===== src/rtl/ram_arbiter_if.sv =====
// One requester's access channel into the RAM arbiter: request fields
// flow toward the arbiter; grant and read-return data flow back.
interface ram_arbiter_if;
    logic        request;
    logic        write;
    logic [31:0] address;
    logic [31:0] write_data;
    logic [3:0]  write_select;
    logic        grant;
    logic        read_valid;
    logic [31:0] read_data;

    // Requester side: drives the access, receives grant and read data
    modport master (
        output request,
        output write,
        output address,
        output write_data,
        output write_select,
        input  grant,
        input  read_valid,
        input  read_data
    );

    // Arbiter side: observes the access, returns grant and read data
    modport slave (
        input  request,
        input  write,
        input  address,
        input  write_data,
        input  write_select,
        output grant,
        output read_valid,
        output read_data
    );
endinterface


===== src/rtl/ram_arbiter.sv =====
// Two-master arbiter in front of a single RAM port. Master 0 (CPU data side)
// and master 1 (DMA / debug loader) compete each cycle. The winner's access
// drives the RAM combinationally and read data returns one cycle later.
// A bounded-burst round-robin keeps either master from starving the other.
module ram_arbiter #(
    parameter int MAX_BURST = 4
) (
    input  logic          clock,
    input  logic          reset,
    ram_arbiter_if.slave  m0,
    ram_arbiter_if.slave  m1,
    output logic          ram_chip_enable,
    output logic          ram_read_enable,
    output logic [31:0]   ram_read_address,
    input  logic [31:0]   ram_read_data,
    output logic          ram_write_enable,
    output logic [31:0]   ram_write_address,
    output logic [3:0]    ram_write_select,
    output logic [31:0]   ram_write_data
);

    typedef enum logic [1:0] {
        IDLE = 2'd0,
        OWN0 = 2'd1,
        OWN1 = 2'd2
    } state_t;

    localparam logic [3:0] BURST_LIMIT = 4'(MAX_BURST);

    state_t      state_reg;
    logic [3:0]  burst_count_reg;
    logic        burst_full;
    logic        win0;
    logic        win1;
    logic        grant0;
    logic        grant1;
    logic        read_valid0_reg;
    logic        read_valid1_reg;
    logic [31:0] read_data0_reg;
    logic [31:0] read_data1_reg;

    assign burst_full = (burst_count_reg == BURST_LIMIT);

    // Winner selection: a lone requester always wins; on a tie the current
    // owner keeps the port until its burst budget is spent, and IDLE favours m0
    always_comb begin
        win0 = 1'b0;
        win1 = 1'b0;
        if (m0.request && m1.request) begin
            unique case (state_reg)
                OWN0:    win0 = ~burst_full;
                OWN1:    win0 = burst_full;
                default: win0 = 1'b1;
            endcase
            win1 = ~win0;
        end else begin
            win0 = m0.request;
            win1 = m1.request;
        end
    end

    // Everything combinational is held low while reset is asserted
    assign grant0          = win0 & reset;
    assign grant1          = win1 & reset;
    assign m0.grant        = grant0;
    assign m1.grant        = grant1;
    assign ram_chip_enable = reset;

    // RAM port drive from the winner; all fields idle at zero with no winner
    always_comb begin
        ram_read_enable   = 1'b0;
        ram_write_enable  = 1'b0;
        ram_read_address  = 32'h0;
        ram_write_address = 32'h0;
        ram_write_select  = 4'h0;
        ram_write_data    = 32'h0;
        if (grant0) begin
            ram_read_enable   = ~m0.write;
            ram_write_enable  = m0.write;
            ram_read_address  = m0.address;
            ram_write_address = m0.address;
            ram_write_select  = m0.write_select;
            ram_write_data    = m0.write_data;
        end else if (grant1) begin
            ram_read_enable   = ~m1.write;
            ram_write_enable  = m1.write;
            ram_read_address  = m1.address;
            ram_write_address = m1.address;
            ram_write_select  = m1.write_select;
            ram_write_data    = m1.write_data;
        end
    end

    // Ownership/burst tracking plus registered read return for both masters
    always_ff @(posedge clock or negedge reset) begin
        if (!reset) begin
            state_reg       <= IDLE;
            burst_count_reg <= 4'd0;
            read_valid0_reg <= 1'b0;
            read_valid1_reg <= 1'b0;
            read_data0_reg  <= 32'h0;
            read_data1_reg  <= 32'h0;
        end else begin
            if (grant0) begin
                if (state_reg == OWN0) begin
                    if (!burst_full) begin
                        burst_count_reg <= burst_count_reg + 4'd1;
                    end
                end else begin
                    state_reg       <= OWN0;
                    burst_count_reg <= 4'd1;
                end
            end else if (grant1) begin
                if (state_reg == OWN1) begin
                    if (!burst_full) begin
                        burst_count_reg <= burst_count_reg + 4'd1;
                    end
                end else begin
                    state_reg       <= OWN1;
                    burst_count_reg <= 4'd1;
                end
            end else begin
                state_reg       <= IDLE;
                burst_count_reg <= 4'd0;
            end

            // A read grant captures RAM data; read_data holds until the next read
            read_valid0_reg <= grant0 & ~m0.write;
            read_valid1_reg <= grant1 & ~m1.write;
            if (grant0 && !m0.write) begin
                read_data0_reg <= ram_read_data;
            end
            if (grant1 && !m1.write) begin
                read_data1_reg <= ram_read_data;
            end
        end
    end

    assign m0.read_valid = read_valid0_reg;
    assign m1.read_valid = read_valid1_reg;
    assign m0.read_data  = read_data0_reg;
    assign m1.read_data  = read_data1_reg;

endmodule


===== src/flat_wrapper.sv =====
// flat-port wrapper written by rule: the top's interface ports become plain ports
module ram_arbiter_flat 
#(
    parameter int MAX_BURST = 4
)
  (clock, reset, ram_chip_enable, ram_read_enable, ram_read_address, ram_read_data, ram_write_enable, ram_write_address, ram_write_select, ram_write_data, m0_request, m0_write, m0_address, m0_write_data, m0_write_select, m0_grant, m0_read_valid, m0_read_data, m1_request, m1_write, m1_address, m1_write_data, m1_write_select, m1_grant, m1_read_valid, m1_read_data);
  ram_arbiter_if m0_i ();
  ram_arbiter_if m1_i ();
  input  logic clock;
  input  logic reset;
  output logic ram_chip_enable;
  output logic ram_read_enable;
  output logic [31:0] ram_read_address;
  input  logic [31:0] ram_read_data;
  output logic ram_write_enable;
  output logic [31:0] ram_write_address;
  output logic [3:0] ram_write_select;
  output logic [31:0] ram_write_data;
  input wire logic [$bits(m0_i.request)-1:0] m0_request;
  input wire logic [$bits(m0_i.write)-1:0] m0_write;
  input wire logic [$bits(m0_i.address)-1:0] m0_address;
  input wire logic [$bits(m0_i.write_data)-1:0] m0_write_data;
  input wire logic [$bits(m0_i.write_select)-1:0] m0_write_select;
  output wire logic [$bits(m0_i.grant)-1:0] m0_grant;
  output wire logic [$bits(m0_i.read_valid)-1:0] m0_read_valid;
  output wire logic [$bits(m0_i.read_data)-1:0] m0_read_data;
  input wire logic [$bits(m1_i.request)-1:0] m1_request;
  input wire logic [$bits(m1_i.write)-1:0] m1_write;
  input wire logic [$bits(m1_i.address)-1:0] m1_address;
  input wire logic [$bits(m1_i.write_data)-1:0] m1_write_data;
  input wire logic [$bits(m1_i.write_select)-1:0] m1_write_select;
  output wire logic [$bits(m1_i.grant)-1:0] m1_grant;
  output wire logic [$bits(m1_i.read_valid)-1:0] m1_read_valid;
  output wire logic [$bits(m1_i.read_data)-1:0] m1_read_data;
  assign m0_i.request = m0_request;
  assign m0_i.write = m0_write;
  assign m0_i.address = m0_address;
  assign m0_i.write_data = m0_write_data;
  assign m0_i.write_select = m0_write_select;
  assign m0_grant = m0_i.grant;
  assign m0_read_valid = m0_i.read_valid;
  assign m0_read_data = m0_i.read_data;
  assign m1_i.request = m1_request;
  assign m1_i.write = m1_write;
  assign m1_i.address = m1_address;
  assign m1_i.write_data = m1_write_data;
  assign m1_i.write_select = m1_write_select;
  assign m1_grant = m1_i.grant;
  assign m1_read_valid = m1_i.read_valid;
  assign m1_read_data = m1_i.read_data;
  ram_arbiter #(.MAX_BURST(MAX_BURST)) u_core (.clock(clock), .reset(reset), .m0(m0_i), .m1(m1_i), .ram_chip_enable(ram_chip_enable), .ram_read_enable(ram_read_enable), .ram_read_address(ram_read_address), .ram_read_data(ram_read_data), .ram_write_enable(ram_write_enable), .ram_write_address(ram_write_address), .ram_write_select(ram_write_select), .ram_write_data(ram_write_data));
endmodule

===== config.mk =====
export PLATFORM = sky130hd
export DESIGN_NAME = ram_arbiter_flat
export DESIGN_NICKNAME = d
export VERILOG_FILES = /design/src/rtl/ram_arbiter_if.sv /design/src/rtl/ram_arbiter.sv /design/src/flat_wrapper.sv
export SDC_FILE = /design/constraint.sdc
export NUM_CORES = 1
export LEC_CHECK = 0
export ABC_AREA = 1
export CAP_MARGIN = 15
export CELL_PAD_IN_SITES_DETAIL_PLACEMENT = 1
export CELL_PAD_IN_SITES_GLOBAL_PLACEMENT = 2
export CORE_ASPECT_RATIO = 0.7
export CORE_MARGIN = 2
export CORE_UTILIZATION = 15
export CTS_CLUSTER_SIZE = 40
export DETAILED_ROUTE_END_ITERATION = 10
export PLACE_DENSITY_LB_ADDON = 0.1
export SETUP_SLACK_MARGIN = 0.02
export SYNTH_ARGS = -nofsm -noshare
export SYNTH_HDL_FRONTEND = slang
export SYNTH_SLANG_ARGS = --single-unit

===== constraint.sdc =====
create_clock -name clock -period 2.1 [get_ports clock]
set_input_delay 0.42 -clock clock [delete_from_list [all_inputs] [get_ports clock]]
set_output_delay 0.42 -clock clock [all_outputs]
set_load 0.02 [all_outputs]

Word level (Yosys, flattened, before mapping)
Cells that the tools add are included. W data, S select, Z words.

Register bits: 72. Input bits: 174. Word-level logic and storage cells: 49.

Add/subtract/negate cells: 1. Equal/unequal tests: 5. Multiplexer cells: 23. Bitwise operators: 8. Reductions and logical operators: 6.

Operators with widths (number): $mux W32 (4); $mux W4 (7); $mux W2 (4); $mux W1 (7); $add A4 B1 Y4 const B (1); $and A1 B1 Y1 (4); $eq A4 B3 Y1 const B (1); $not A1 Y1 (4); $logic_and A1 B1 Y1 (3); $ne A3 B2 Y1 const B (1); $eq A2 B1 Y1 const B (1); $eq A2 B2 Y1 const B (1); $logic_not A1 Y1 (2); $ne A2 B2 Y1 const B (1); $pmux W1 S2 (1); $reduce_and A2 Y1 (1).

Longest topological paths before layout
Gate-level depths: netlist of the first run.

Depth in word-level cells: 9. Depth in mapped cells: 12.

Worst setup path after synthesis of the first run
Ideal clock, no wire load.

Path type: reg2out. From: register u_core.burst_count_reg[0]. To: output port ram_write_address[10]. Arrival: 1736 ps. Setup slack: -56 ps. Stages on the path, launching flop included: 13. Cells stage by stage: dfrtp_1 -> inv_1 -> ha_1 -> nand3_2 -> nand2_1 -> nand3_1 -> nand2_2 -> nand2_4 -> inv_4 -> buf_2 -> nand2_1 -> nand2_1 -> buf_4.

Longest elaborated chain between the ends: 9. Elaborated cells between the ends (all ways): 11. Those cells by class: 1 x eq/ne; 6 x mux; 4 x bitwise.

RTL lines: from (decl) (line ram_arbiter.sv:31) `logic [3:0] burst_count_reg;`; from (signal assigned) (line ram_arbiter.sv:107) `burst_count_reg <= burst_count_reg + 4'd1;`; from (signal assigned) (line ram_arbiter.sv:116) `burst_count_reg <= burst_count_reg + 4'd1;`; $eq A4 B3 Y1 (*) (line ram_arbiter.sv:42) `assign burst_full = (burst_count_reg == BURST_LIMIT);`; $not A1 Y1 (line ram_arbiter.sv:51) `OWN0: win0 = ~burst_full;`; $pmux W1 S2 (*) (line ram_arbiter.sv:50) `unique case (state_reg)`; $mux W1 (*) (line ram_arbiter.sv:49) `if (m0.request && m1.request) begin`; $not A1 Y1 (line ram_arbiter.sv:55) `win1 = ~win0;`; $mux W1 (line ram_arbiter.sv:49); $and A1 B1 Y1 (line ram_arbiter.sv:64) `assign grant1 = win1 & reset;`; $mux W32; $mux W32 (*); to (decl) (line flat_wrapper.sv:16) `output logic [31:0] ram_write_address;`.

Mark *: on every way between the ends. The rest lies on a longest branch, timed or not. The select of a mux whose other input is x is not followed.

Worst setup path after layout of the first run
From: register u_core.state_reg[0]. To: output port ram_read_address[15].

Longest elaborated chain between the ends: 8. Elaborated cells between the ends (all ways): 11. Those cells by class: 2 x eq/ne; 6 x mux; 3 x bitwise.

RTL lines: from (decl) (line ram_arbiter.sv:30) `state_t state_reg;`; from (signal assigned) (line ram_arbiter.sv:97) `state_reg <= IDLE;`; from (signal assigned) (line ram_arbiter.sv:110) `state_reg <= OWN0;`; from (signal assigned) (line ram_arbiter.sv:119) `state_reg <= OWN1;`; $eq A2 B2 Y1 / $eq A2 B1 Y1 (equally long branches) (line ram_arbiter.sv:50); $pmux W1 S2 (*) (line ram_arbiter.sv:50); $mux W1 (*) (line ram_arbiter.sv:49); $not A1 Y1 (line ram_arbiter.sv:55); $mux W1 (line ram_arbiter.sv:49); $and A1 B1 Y1 (line ram_arbiter.sv:64); $mux W32 (line ram_arbiter.sv:84) `end else if (grant1) begin`; $mux W32 (*) (line ram_arbiter.sv:77) `if (grant0) begin`; to (decl) (line flat_wrapper.sv:13) `output logic [31:0] ram_read_address;`.

Marks and branches as above.

==> results.md, run 1 <==
- Outcome: finished, violations left
- Violated checks: setup timing
- Top post-synthesis cells by area: dfrtp_1 (44%), nand2_1 (37%), buf_4 (7.2%)
- Vias in the first global route: around 5,400
- Fin cells: ~1,300
- Max-Cap Viols: 0
- Finished Cell Area: roughly 9200 um2
- Slew Viols, Final: 0
- Clk_lat worst skew: approximately 0.34 ns
- Final Cycle Share: 117.2%
- Synthesis-to-finish area growth: 124.5%
- Data arrival, critical path: 2.04 ns
- Via/cell ratio: 3.798
- Met1 Usage GRT: between 15 and 20%
- Dpl hpwl: ~15 mm
- Placed cell areas: around 7900 um2
- Leakage power: between 4 and 5 nW
- Overflow after GRT: 0
- Post-layout util: 34.25%
- Most Crowded Layer GR: met2
- Starting Density: about 15%
- Worst hold path class: in2async
- Tmin final: 2.461 ns
- Power Total: 5.947 mW
- Critical Path Fanout Max: 9
- PnR worst setup slack: -0.3612 ns
- Drt pass-1 iters: 4
- NumNets Final: 1,117
- Hold slack: ~0.077 ns
- Final setup fails: 104
- PD cells: 649.9 nW/um2
- First-pass GRT wire length: roughly 32 mm
- CTS clk-pin slew, worst paths: around 0.05 ns
- Clock buffer count from CTS: 9
- IO Pins: 345
- Initial antenna violation count: 0
- Most common cell after layout, fill and taps aside: nand2_1
- Top cell type's share of synthesized area: between 40 and 50%
- Max Clock Skew: 0.003608 ns
- Mapped Area: 4075 um2
- Netlist cell types: 22
- Mapped Cells: 586
- Global Route Usage Sum: 14.49%
- N_diodes: 0
- Multi-input combinational cell area: roughly 2200 um2
- Clk root buf: clkbuf_16
- Peak Freq: roughly 400 MHz
- Port-buffer cells: 344
- Row Count: 50
- Most frequent cells in the layout: nand2_1 (294), clkdlybuf4s50_1 (239), nand2_2 (93)
- DIE AREA: between 20,000 and 30,000 um2
- CP required: approximately 1.7 ns
- Yosys Warn Count: 0
- Slew at the pin closest to its max-slew limit: about 0.81 ns
- H-Tree Depth: 3
- Die Height: roughly 140 um
- Placed Instances: approximately 1,300
- RSZ-0062 raised after global routing: yes
- Clk buf depth: 2
- Endpoint class of the critical path: output port
- CTS sink cnt: 72
- Layout cells sized above 1: 32.70%
- Post-synth top area cell: dfrtp_1
- Via Count: 4,960
- Sequential cell area fraction in the yosys report: between 40% and 50%
- Seq. cell area: roughly 1800 um2
- Routed WL: between 20 and 25 mm
- Routed WL per cell: about 17 um
- Final ANT Viol Nets: 0
- Residual DRC count: 0
- FILL cells: 3,114
- Core Region: between 20,000 and 30,000 um2
- Final GP Congestion: roughly 0.8
- Final setup TNS: -28.05 ns
- VDD IR max: 372.2 uV
- Mapped Avg Cell Area: a little under 7 um2
- Place WS: -0.5684 ns
- Largest net degree at the start of global routing: 62
- Setup CP Type: reg2out
- CTS tree: done
- Synth Register Bits: slightly above 70
- Met3 Use GR: 4.571%
- M2 GR Usage: roughly a quarter
- Die Wd: 201.0 um
- Worst rel slew slack: a little under half
- Type of origin of the critical path: flip-flop
- Mapped Nets: ~760
- Final hold vios: 0
- First-iteration detailed-routing DRC count: roughly 120
## path summary, 6_finish.rpt
| kind | start | endpoint | slack (ns) | depth (start not counted) |
|---|---|---|---|---|
| max | u_core.state_reg[0] | ram_read_address[15] | -0.36 | 12 |
| min | reset | u_core.state_reg[1] | 0.08 | 2 |
| max reg2reg | u_core.burst_count_reg[1] | u_core.m0.read_data[12] | 0.14 | 14 |
| min reg2reg | u_core.m1.read_data[27] | u_core.m1.read_data[27] | 0.47 | 2 |
| max in group asynchronous | reset | u_core.m1.read_data[4] | 0.96 | 3 |
| min in group clock | u_core.m1.read_data[27] | u_core.m1.read_data[27] | 0.47 | 2 |
## layer usage
layer  part of all wire, %  wire length [um]
met1                    43              9356
met2                    50             10940
met3                   6.8              1507
met4                  0.89               195
met5                     0                 0
## critical path, cell delays in order, from the launching register on
cell and delay (ns):
dfrtp_1 0.40, inv_2 0.08, ha_4 0.13, nand4_1 0.12
nand3_1 0.13, nand2_2 0.08, nand2_4 0.11, clkinv_8 0.09
buf_12 0.15, buf_16 0.14, nand2_2 0.06, nand2_2 0.05
buf_4 0.15
## report_power, final
part           switching, mW  internal (mW)  total (mW)
Combinational           1.33           1.36        2.69
Sequential             0.156           1.66        1.82
Clock                  0.556          0.884        1.44
Total                   2.04           3.90        5.95
## synthesized netlist by cell type
| cell type | n |
|---|---|
| nand2_1 | 401 |
| dfrtp_1 | 72 |
| buf_4 | 39 |
| buf_2 | 14 |
| inv_1 | 14 |
| nand2_2 | 10 |
| buf_6 | 6 |
| nand3_1 | 5 |
| ha_1 | 4 |
| nor2_1 | 4 |
| inv_2 | 2 |
| nand2_4 | 2 |
| nand3_2 | 2 |
| nand4_1 | 2 |
| o21ai_0 | 2 |
| a21boi_0 | 1 |
| inv_4 | 1 |
| nor2_8 | 1 |
| o21ai_1 | 1 |
| o22ai_1 | 1 |
| or2_2 | 1 |
| xor2_1 | 1 |
## cells by family (layout without fill, tap and decap cells)
logic type | after synthesis | after routing | share of synthesized area [%]
compound gates | 5 | 5 | 0.7062
buf+inv | 76 | 432 | 12.19
xor+xnor | 1 | 1 | 0.2150
fa+ha+maj | 4 | 4 | 1.228
flops | 72 | 72 | 44.21
simple gates | 428 | 428 | 41.45
## what timing repair did
action / CTS / global route
hold buffers: 0 / 0
hold endpoints to repair: 0 / 0
gates cloned: 10 / 5
pin swaps: 19 / 10
buffers inserted: 17 / 4
setup endpoints to repair: 104 / 136
gates resized for setup: 666 / 69
## layout make-up
class / count / area share, %
Clock buffer: 14 / 2.995
Inverter: 17 / 0.9709
Multi-Input combinational cell: 438 / 24.19
Sequential cell: 72 / 19.69
Tap cell: 364 / 4.977
Timing Repair Buffer: 401 / 47.18
(Power assumes the default switching activity.)
==> run 2: changes to the inputs <==
- HOLD_SLACK_MARGIN: not set -> 0.02
==> results of run 2 <==
The final DEF is identical to that of run 1; final timing and power are the same.
